--- config.mk ---
export PLATFORM = sky130hd
export DESIGN_NAME = motoro_dead_time
export DESIGN_NICKNAME = d
export VERILOG_FILES = /design/src/rtl/motoro_dead_time.sv
export SDC_FILE = /design/constraint.sdc
export NUM_CORES = 1
export LEC_CHECK = 0
export BUFFER_PORTS_ARGS = -buffer_cell sky130_fd_sc_hd__buf_2
export CAP_MARGIN = 5
export CORE_MARGIN = 3
export CORE_UTILIZATION = 41
export DETAILED_ROUTE_END_ITERATION = 6
export GPL_TIMING_DRIVEN = 0
export PLACE_DENSITY = 0.58
export REMOVE_ABC_BUFFERS = 1
export SLEW_MARGIN = 30
export SYNTH_ARGS = -nofsm -noshare
export SYNTH_HDL_FRONTEND = slang
export SYNTH_SLANG_ARGS = --single-unit
--- constraint.sdc ---
create_clock -name clk50mhz -period 4.05 [get_ports clk50mhz]
set_input_delay 0.81 -clock clk50mhz [delete_from_list [all_inputs] [get_ports clk50mhz]]
set_output_delay 0.81 -clock clk50mhz [all_outputs]
set_load 0.005 [all_outputs]
--- src/rtl/motoro_dead_time.sv ---
// Three-phase dead-time inserter with shoot-through guard and illegal-request flag.
// Optional macro MOTORO_FAULT_LATCH_EN: sticky fault that forces every phase off until faultClr.
module motoro_dead_time #(
  parameter int DEAD_CYC = 50,
  parameter int CNT_W    = 8
) (
  input  logic       clk50mhz,
  input  logic       reset,
  input  logic       drvEn,
  input  logic       faultClr,
  input  logic       aHreq,
  input  logic       aLreq,
  input  logic       bHreq,
  input  logic       bLreq,
  input  logic       cHreq,
  input  logic       cLreq,
  output logic       aH,
  output logic       aL,
  output logic       bH,
  output logic       bL,
  output logic       cH,
  output logic       cL,
  output logic [2:0] deadAct,
  output logic       fault
);

  // One-hot so each gate drive is a single flop bit and cannot glitch.
  typedef enum logic [2:0] {
    ST_OFF   = 3'b001,
    ST_DRV_H = 3'b010,
    ST_DRV_L = 3'b100
  } state_t;

  localparam logic [CNT_W-1:0] DEAD = CNT_W'(DEAD_CYC);
  localparam logic [CNT_W-1:0] ONE  = CNT_W'(1);

  logic [2:0]       h_req;
  logic [2:0]       l_req;
  logic [2:0]       illegal;
  logic             fault_block;
  logic             fault_q;
  logic             fault_d;
  state_t           state_q [3];
  state_t           state_d [3];
  logic [CNT_W-1:0] cnt_q   [3];
  logic [CNT_W-1:0] cnt_d   [3];

  assign h_req   = {cHreq, bHreq, aHreq};
  assign l_req   = {cLreq, bLreq, aLreq};
  assign illegal = h_req & l_req;

`ifdef MOTORO_FAULT_LATCH_EN
  // A new illegal request wins over a simultaneous clear.
  assign fault_d     = (|illegal) | (fault_q & ~faultClr);
  assign fault_block = fault_q;
`else
  logic fault_clr_unused;
  assign fault_clr_unused = faultClr;
  assign fault_d          = |illegal;
  assign fault_block      = 1'b0;
`endif

  always_ff @(posedge clk50mhz) begin
    if (reset) begin
      fault_q <= 1'b0;
      for (int i = 0; i < 3; i++) begin
        state_q[i] <= ST_OFF;
        cnt_q[i]   <= '0;
      end
    end else begin
      fault_q <= fault_d;
      for (int i = 0; i < 3; i++) begin
        state_q[i] <= state_d[i];
        cnt_q[i]   <= cnt_d[i];
      end
    end
  end

  always_comb begin
    for (int i = 0; i < 3; i++) begin
      state_d[i] = state_q[i];
      cnt_d[i]   = cnt_q[i];
      case (state_q[i])
        ST_OFF: begin
          if ((cnt_q[i] >= DEAD) && drvEn && !fault_block && (h_req[i] ^ l_req[i])) begin
            state_d[i] = h_req[i] ? ST_DRV_H : ST_DRV_L;
          end else if (fault_block) begin
            cnt_d[i] = ONE;
          end else if (cnt_q[i] < DEAD) begin
            cnt_d[i] = cnt_q[i] + ONE;
          end
        end
        ST_DRV_H: begin
          if (!(h_req[i] && !l_req[i]) || !drvEn || fault_block) begin
            state_d[i] = ST_OFF;
            cnt_d[i]   = ONE;
          end
        end
        ST_DRV_L: begin
          if (!(l_req[i] && !h_req[i]) || !drvEn || fault_block) begin
            state_d[i] = ST_OFF;
            cnt_d[i]   = ONE;
          end
        end
        default: begin
          state_d[i] = ST_OFF;
          cnt_d[i]   = ONE;
        end
      endcase
    end
  end

  always_comb begin
    aH = state_q[0][1];
    aL = state_q[0][2];
    bH = state_q[1][1];
    bL = state_q[1][2];
    cH = state_q[2][1];
    cL = state_q[2][2];
    for (int i = 0; i < 3; i++) begin
      deadAct[i] = state_q[i][0] && (cnt_q[i] < DEAD);
    end
    fault = fault_q;
  end

endmodule

==> results of run 1 <==
==> cell usage in the layout, fill, tap and decap left out, types with 6 or more instances in the layout <==
cell type and instances:
and2_1 7, a21oi_1 16, nor3_1 6, clkbuf_8 6, nand3_1 10, nand2_1 21
or3_1 12, nor2_1 9, inv_1 13, nand4b_1 6, dfxtp_1 34, ha_1 15
and3b_1 6, buf_2 18
==> metrics by stage <==
| stage | setup WS, ns | instance area (um^2) | std cells |
|---|---|---|---|
| 2_1_floorplan | 1.84 | 1880 | 216 |
| 3_3_place_gp | 1.59 | 2040 | 286 |
| 3_5_place_dp | 1.59 | 2040 | 286 |
| 4_1_cts | 1.70 | 2130 | 294 |
| 5_1_grt | 1.63 | 2130 | 294 |
| 6_report | 1.73 | 2130 | 294 |
==> final cells by class <==
cell class	instances	area, um^2
fill	464	2280
multi-input combinational	169	1150
sequential	34	681
timing repair buffer	18	90.1
clock buffer	7	86.3
tap	52	65.1
inverter	13	48.8
clock inverter	1	5.00
==> metal layers <==
metal  part of all wire  track usage
met4              0.012       0.0543
met1               0.50        0.211
met5                  0            0
met3              0.032       0.0356
met2               0.46        0.238
==> cell usage after synthesis (all sizes together) <==
library cell and n:
nor4 1, nor4b 1, or3 12, clkbuf 2, and3b 6, or3b 2, nand2b 4, nand4 4
mux2i 1, nor3 8, xor2 2, nor2b 3, dfxtp 34, ha 15, a211oi 1, a311oi 1
a21oi 16, o32a 2, and3 2, or4 1, nand4b 6, nand3 11, o21a 5, o21bai 1
o221ai 1, a21o 3, a211o 2, o21ai 11, inv 13, o211ai 2, nand2 21, or2 3
and2 7, and4bb 1, o311a 4, nor2 9
==> kinds of logic after synthesis <==
kind of cell | count (synthesis) | share of synthesized area
simple gates | 102 | 0.322
compound gates | 49 | 0.175
fa+ha+maj | 15 | 0.0992
xor+xnor | 2 | 0.00926
buf+inv | 15 | 0.0298
mux | 1 | 0.00529
flops | 34 | 0.360
==> sequential cells by signal (all words and copies together) (netlist names) <==
| signal | flops |
|---|---|
| fault | 1 |
| state_q | 9 |
| cnt_q | 24 |
==> power breakdown <==
group          switching (W)  internal [W]
Clock               0.000119      0.000137
Combinational      0.0000278     0.0000213
Sequential        0.00000991      0.000343
Total               0.000157      0.000501
==> worst max-delay path, stage by stage, from the launching register on <==
cell     delay (ns)
dfxtp_1        0.35
o311a_1        0.37
nor3_2         0.25
and2_1         0.17
buf_2          0.10
==> worst min path at each step <==
stage | startpoint | to | slack, ns
CTS | cnt_q[0][7] | cnt_q[0][7] | 0.47
floorplan | cnt_q[0][7] | cnt_q[0][7] | 0.43
detailed placement | cnt_q[0][7] | cnt_q[0][7] | 0.45
global route | cnt_q[0][7] | cnt_q[0][7] | 0.50
global placement | cnt_q[0][7] | cnt_q[0][7] | 0.44
finish | cnt_q[0][7] | cnt_q[0][7] | 0.47
==> impl_metrics.toml, run 1 <==
[timing]
min_period_over_period = 0.573
tns_ns = 0
rsz0062_at_grt = "no"
final_max_slew_viol_count = 0
fin_hold_ws_ns = 0.466
hold_viol = 0
setup_viol = 0
tightest_slew_ns = 0.475
finalClockSkew_ns = 0.00682
slew_headroom = 0.681
fin_crit_ns = 2.32
fmax_mhz = 431

[global_routing]
grt_max_degree = 15
grt_overflow = 0
grt_use_total = 0.154
grt_pass1_wl_um = 6540
antenna_found_initial = 0
grt_pass1_vias = 1468

[synthesis]
synth_top_area_cell = "dfxtp_1"
ys_top_cells_by_area = "dfxtp_1 36%, ha_1 9.9%, a21oi_1 4.2%"
netlist_area_um2 = 1890
ys_warn_count = 0
synth_area_per_cell_um2 = 8.68
synth_cell_type_count = 42
ys_ff_latch = 34
synthCells = 218
netlist.area_leader.share = 0.360
ys_seq_area_frac = 0.360

[floorplan]
core_area_um2 = 4410
die_h_um = 73.9
die_area_um2 = 5460
rows = 24
die_w_um = 73.9
ioPinCount = 20
initial_utilization = 0.429

[placed_design]
dp_hpwl_um = 2850
routabilityCongestion = 0.785
port-buffer-count = 18

[clock_network]
cts_sinks = 34
clk_latency_ns = 0.28
hold_buffers = 0
ctsResizeCount = 0
ctsRootBufferMaster = "clkbuf_8"
cts_setup_buffers = 0
htreeDepth = 2
cts_tree = "built"
cts_buffer_depth = 2
cts_buffers = 5
path_clk_slew_ns = 0.07

[drt]
drt_iter0_drc = 85
drt_wl_total_um = 3820
via_per_inst = 5.50
drc = 0
drt-pass1-iter-count = 4
wl_per_cell_um = 13.0
vias = 1617
ant_nets = 0

[setup_path]
critPathLaunchType = "register"
endpoint = "deadAct[2]"
cp-startpoint = "cnt_q[0][17]"
required_ns = 3.24
cp_max_fo = 5
ff2ff_path_depth = 7
arrival_ns = 1.51
ff2ff_setup_slack_ns = 2.13
r2r-end = "cnt_q[0][7]"
end_kind = "output port"
path_class = "register to output port"
rr_startpoint = "cnt_q[0][0]"

[power]
powerDensity_nw_per_um2 = 309
finalPower_w = 0.000658
p_leak_nw = 0.938
vdd_drop_max_v = 0.000327

[run]
maxCapViolations = 0

[cells_and_area]
final_util = 0.483
drive_gt1_frac = 0.136
syn_to_final_growth_pct = 12.6
nNetsFinal = 266
antennaDiodeCount = 0

[outcome]
status = "finished clean"

[worst_hold_path]
holdPathStages = 1
min_path_type = "register to register"
Note: power is estimated with default switching activity, not from simulation.
==> run 2, diff against run 1 <==
Settings changed: PLACE_DENSITY 0.58 to 0.6.
Clock period 4.05 ns to 1.9 ns, I/O delays scaled along.
==> run 2 against run 1 <==
Net effect:
- critical path depth unchanged
- via count rose by 1.8%
- cell count grew 0.34%
- combinational power increased by 130%
==> impl_metrics.toml, run 2 (synthesis results as in run 1) <==
[global_routing]
grt_use_met1 = 0.206
use_met2 = 0.251
use_met3 = 0.0492
top_usage_layer = "met2"
grt_overflow = 0
grt_pass1_vias = 1480
grt_pass1_wl_um = 6750
antenna_found_initial = 0
grt_max_degree = 15
grt_use_total = 0.158

[floorplan]
die_w_um = 73.9
core_area_um2 = 4410
die_area_um2 = 5460
die_h_um = 73.9
initial_utilization = 0.429
rows = 24
ioPinCount = 20

[placed_design]
place_inst = 286
routabilityCongestion = 0.785
dp_hpwl_um = 2960
port-buffer-count = 18

[cells_and_area]
antennaDiodeCount = 0
largest_reg_flops = 24
syn_to_final_growth_pct = 15.3
drive_gt1_frac = 0.189
layout_commonest_cell = "dfxtp_1"
layout_common_cells = "28 x dfxtp_1, 21 x nand2_1, 18 x buf_2"
regMostFlops = "cnt_q"
nNetsFinal = 267
final_util = 0.494
fin_cells = 295

[setup_path]
path_class = "register to output port"
arrival_ns = 1.47
cp_max_fo = 5
critPathMaxStageDelay_ns = 0.38
cpMaxStageDelayCell = "o311a_1"
crit_chain = "o311a_1 > nor3_4 > and2_1 > buf_2"
required_ns = 1.52
critPathLaunchType = "register"
end_kind = "output port"

[drt]
drc = 0
drt_iter0_drc = 85
wl_per_cell_um = 13.4
vias = 1646
drt-pass1-iter-count = 4
ant_nets = 0
drt_wl_total_um = 3940
via_per_inst = 5.58

[worst_hold_path]
min_path_type = "input port to register"

[timing]
fin_crit_ns = 1.85
setup_viol = 0
tightest_slew_ns = 0.524
finalClockSkew_ns = 0.00677
fin_hold_ws_ns = 0.429
hold_viol = 0
tns_ns = 0
slew_headroom = 0.648
final_max_slew_viol_count = 0
rsz0062_at_grt = "yes"
min_period_over_period = 0.975
fmax_mhz = 540

[power]
p_leak_nw = 0.954
powerDensity_nw_per_um2 = 649
vdd_drop_max_v = 0.000377
finalPower_w = 0.00142

[clock_network]
path_clk_slew_ns = 0.07
cts_buffers = 5
cts_sinks = 34
htreeDepth = 2
cts_tree = "built"
hold_buffers = 0
cts_buffer_depth = 2
ctsRootBufferMaster = "clkbuf_8"
clk_latency_ns = 0.28

[outcome]
status = "finished clean"

[run]
maxCapViolations = 0
## run 2: timing repair
action,in CTS,in global routing
buffers inserted,0,1
gates resized for setup,4,11
pin swaps,0,4
setup endpoints to repair,3,11
## run 2: worst max-delay path: cells and delay by family, from the launching register on
family | cells | cell delay (ns)
AOI/OAI and AO/OA | 1 | 0.38
buffers and inverters | 1 | 0.10
and+or+nand+nor | 2 | 0.35
DFF | 1 | 0.35
## run 2: layout make-up
class,instances,area [um^2]
fillers,440,2230
well taps,52,65.1
repair buffers,19,97.6
clock buffers,7,86.3
flip-flops and latches,34,691
multi-input cells,169,1190
inverters,13,48.8
clock inverters,1,5.00
## run 2: final timing paths
path           startpoint            end  slack, ns  depth (start not counted)
max          cnt_q[0][17]     deadAct[2]       0.05                          4
min                 aHreq  state_q[0][2]       0.43                          3
max reg2reg   cnt_q[0][0]    cnt_q[0][7]       0.06                          7
min reg2reg   cnt_q[0][7]    cnt_q[0][7]       0.46                          1
## run 2: per-stage QoR
| step | setup WS, ns | instance area, um^2 |
|---|---|---|
| after detailed placement | -0.135 | 2040 |
| after floorplan | 0.0723 | 1880 |
| after global routing | -0.0404 | 2180 |
| after global placement | -0.119 | 2040 |
| after CTS | 0.00675 | 2150 |
| final | 0.0470 | 2180 |
## run 2: layer usage
metal	wire length [um]	vias up
met3	168	4
met1	1890	769
met2	1840	28
li1	-	845
met4	44	0
met5	0	-
## run 2: power by group
group | switching, W | internal, W
clock network | 0.000257 | 0.000292
logic | 0.0000616 | 0.0000493
registers | 0.0000225 | 0.000733
total | 0.000341 | 0.00108
==> run 3, diff against run 2 <==
Settings changed: CORE_ASPECT_RATIO from default to 1.5, CORE_MARGIN 3 to 4, SLEW_MARGIN 30 to default.
==> run 3 against run 2 <==
Net effect:
- worst hold slack worse by 0.015 ns
- final area is 2.9% higher
- wire length is 3.5% higher
- cell count stayed put
- clock power is 13% higher
- clock-buffer cell count is 1 higher
- die area is 5.9% higher
- critical path type is now register to register
==> impl_metrics.toml, run 3 (synthesis results as in run 1) <==
[placed_design]
dp_hpwl_um = 3000
routabilityCongestion = 0.795
place_ws_ns = -0.138
port-buffer-count = 18
placed_area_um2 = 2030

[cells_and_area]
layout_common_cells = "28 x dfxtp_1, 21 x nand2_1, 18 x buf_2"
antennaDiodeCount = 0
nFillCells = 433
layout_commonest_cell = "dfxtp_1"
drive_gt1_frac = 0.206
regMostFlops = "cnt_q"
final_util = 0.498
syn_to_final_growth_pct = 18.7
largest_reg_flops = 24
final_cell_area_um2 = 2240
seqCellArea_um2 = 693
multi_input_area_um2 = 1200
nNetsFinal = 271

[worst_hold_path]
min_from = "aHreq"
holdPathStages = 3
min_path_type = "input port to register"
min_to = "state_q[0][2]"

[setup_path]
critPathLaunchType = "register"
ff2ff_path_depth = 7
r2r-end = "cnt_q[0][7]"
path_class = "register to register"
critPathMaxStageDelay_ns = 0.54
ff2ff_setup_slack_ns = 0.02
cp_max_fo = 7
cpMaxStageDelayCell = "or4_4"
end_kind = "register"
arrival_ns = 2.07
crit_chain = "inv_2 > ha_1 > or3b_4 > or4_4 > nand3_4 > nor4_1 > o21a_1"
required_ns = 2.08
worst-path-buf-inv = 1
rr_startpoint = "cnt_q[0][0]"
path_delay_family = "simple AND/OR/NAND/NOR gates"

[timing]
fmax_mhz = 531
tightest_slew_ns = 0.517
finalClockSkew_ns = 0.00988
final_max_slew_viol_count = 0
slew_headroom = 0.653
min_period_over_period = 0.992
fin_hold_ws_ns = 0.414
fin_crit_ns = 1.88
setup_viol = 0
hold_viol = 0
rsz0062_at_grt = "yes"
setup_ws_ns = 0.0151

[global_routing]
antenna_found_initial = 0
grt_overflow = 0
grt_max_degree = 15
grt_pass1_wl_um = 7170
grt_use_total = 0.151
grt_pass1_vias = 1632

[clock_network]
htreeDepth = 2
cts_tree = "built"
path_clk_slew_ns = 0.07
clk_latency_ns = 0.29
hold_buffers = 0
cts_sinks = 34
cts_buffer_depth = 2
cts_buffers = 5
ctsRootBufferMaster = "clkbuf_8"

[floorplan]
die_h_um = 91.2
initial_utilization = 0.420
die_area_um2 = 5790
core_area_um2 = 4500
rows = 30
ioPinCount = 20
die_w_um = 63.5

[drt]
drt_wl_total_um = 4080
vias = 1655
wl_per_cell_um = 13.8
ant_nets = 0
drt-pass1-iter-count = 4
drt_iter0_drc = 76
via_per_inst = 5.61
drc = 0

[power]
p_leak_nw = 0.980
finalPower_w = 0.00149
powerDensity_nw_per_um2 = 665
vdd_drop_max_v = 0.000283

[run]
maxCapViolations = 0

[outcome]
status = "finished clean"
==> run 3: cell types whose count changed in the layout (fill, tap and decap cells not counted) <==
cell	change
o221ai_2	-1
nor4_1	+1
o311a_1	-1
nor4_2	-1
dfxtp_2	-1
o311a_4	+1
buf_4	+4
clkbuf_1	-1
clkinv_2	-1
o221ai_4	+1
clkbuf_8	+2
dfxtp_4	+1
==> run 3: metrics by stage <==
| step | instances | TNS (ns) |
|---|---|---|
| after floorplan | 216 | 0 |
| after global placement | 282 | -0.883 |
| after detailed placement | 282 | -0.870 |
| after CTS | 294 | 0 |
| after global routing | 295 | -0.159 |
| final | 295 | 0 |
==> run 3: worst max path at each step <==
stage / cells after the start / startpoint / end
2_1_floorplan: 7 / cnt_q[0][0] / cnt_q[0][5]
3_3_place_gp: 8 / aHreq / cnt_q[0][5]
3_5_place_dp: 8 / aHreq / cnt_q[0][5]
4_1_cts: 7 / cnt_q[0][0] / cnt_q[0][5]
5_1_grt: 7 / cnt_q[0][0] / cnt_q[0][7]
6_report: 7 / cnt_q[0][0] / cnt_q[0][7]
==> run 3: layout make-up <==
type / count / area share
clock buffer: 8 / 0.0491
inverter: 13 / 0.0217
multi-input combinational: 169 / 0.537
sequential: 34 / 0.309
tap: 48 / 0.0268
timing repair buffer: 23 / 0.0569
==> run 3: per-layer routing <==
layer  track usage  vias up  wire length, um
li1              -      850                -
met1         0.168      779             1740
met2         0.272       20             2170
met3        0.0384        6              112
met4        0.0559        0               55
met5             0        -                0
==> run 3: power breakdown <==
group,switching (W),internal [W]
combinational,0.0000627,0.0000528
clock,0.000256,0.000366
sequential,0.0000227,0.000733
==> run 3: what timing repair did <==
action | 4_1_cts | 5_1_grt
gates cloned | 0 | 0
gates resized for setup | 6 | 11
buffers inserted | 4 | 1
pin swaps | 2 | 6
endpoints found under the setup margin | 7 | 13
==> run 3: worst reg2reg max path, stage by stage, from the launching register on <==
cell and delay [ns]:
dfxtp_2 0.32, inv_2 0.06, ha_1 0.13, or3b_4 0.37, or4_4 0.54, nand3_4 0.14, nor4_1 0.06, o21a_1 0.16
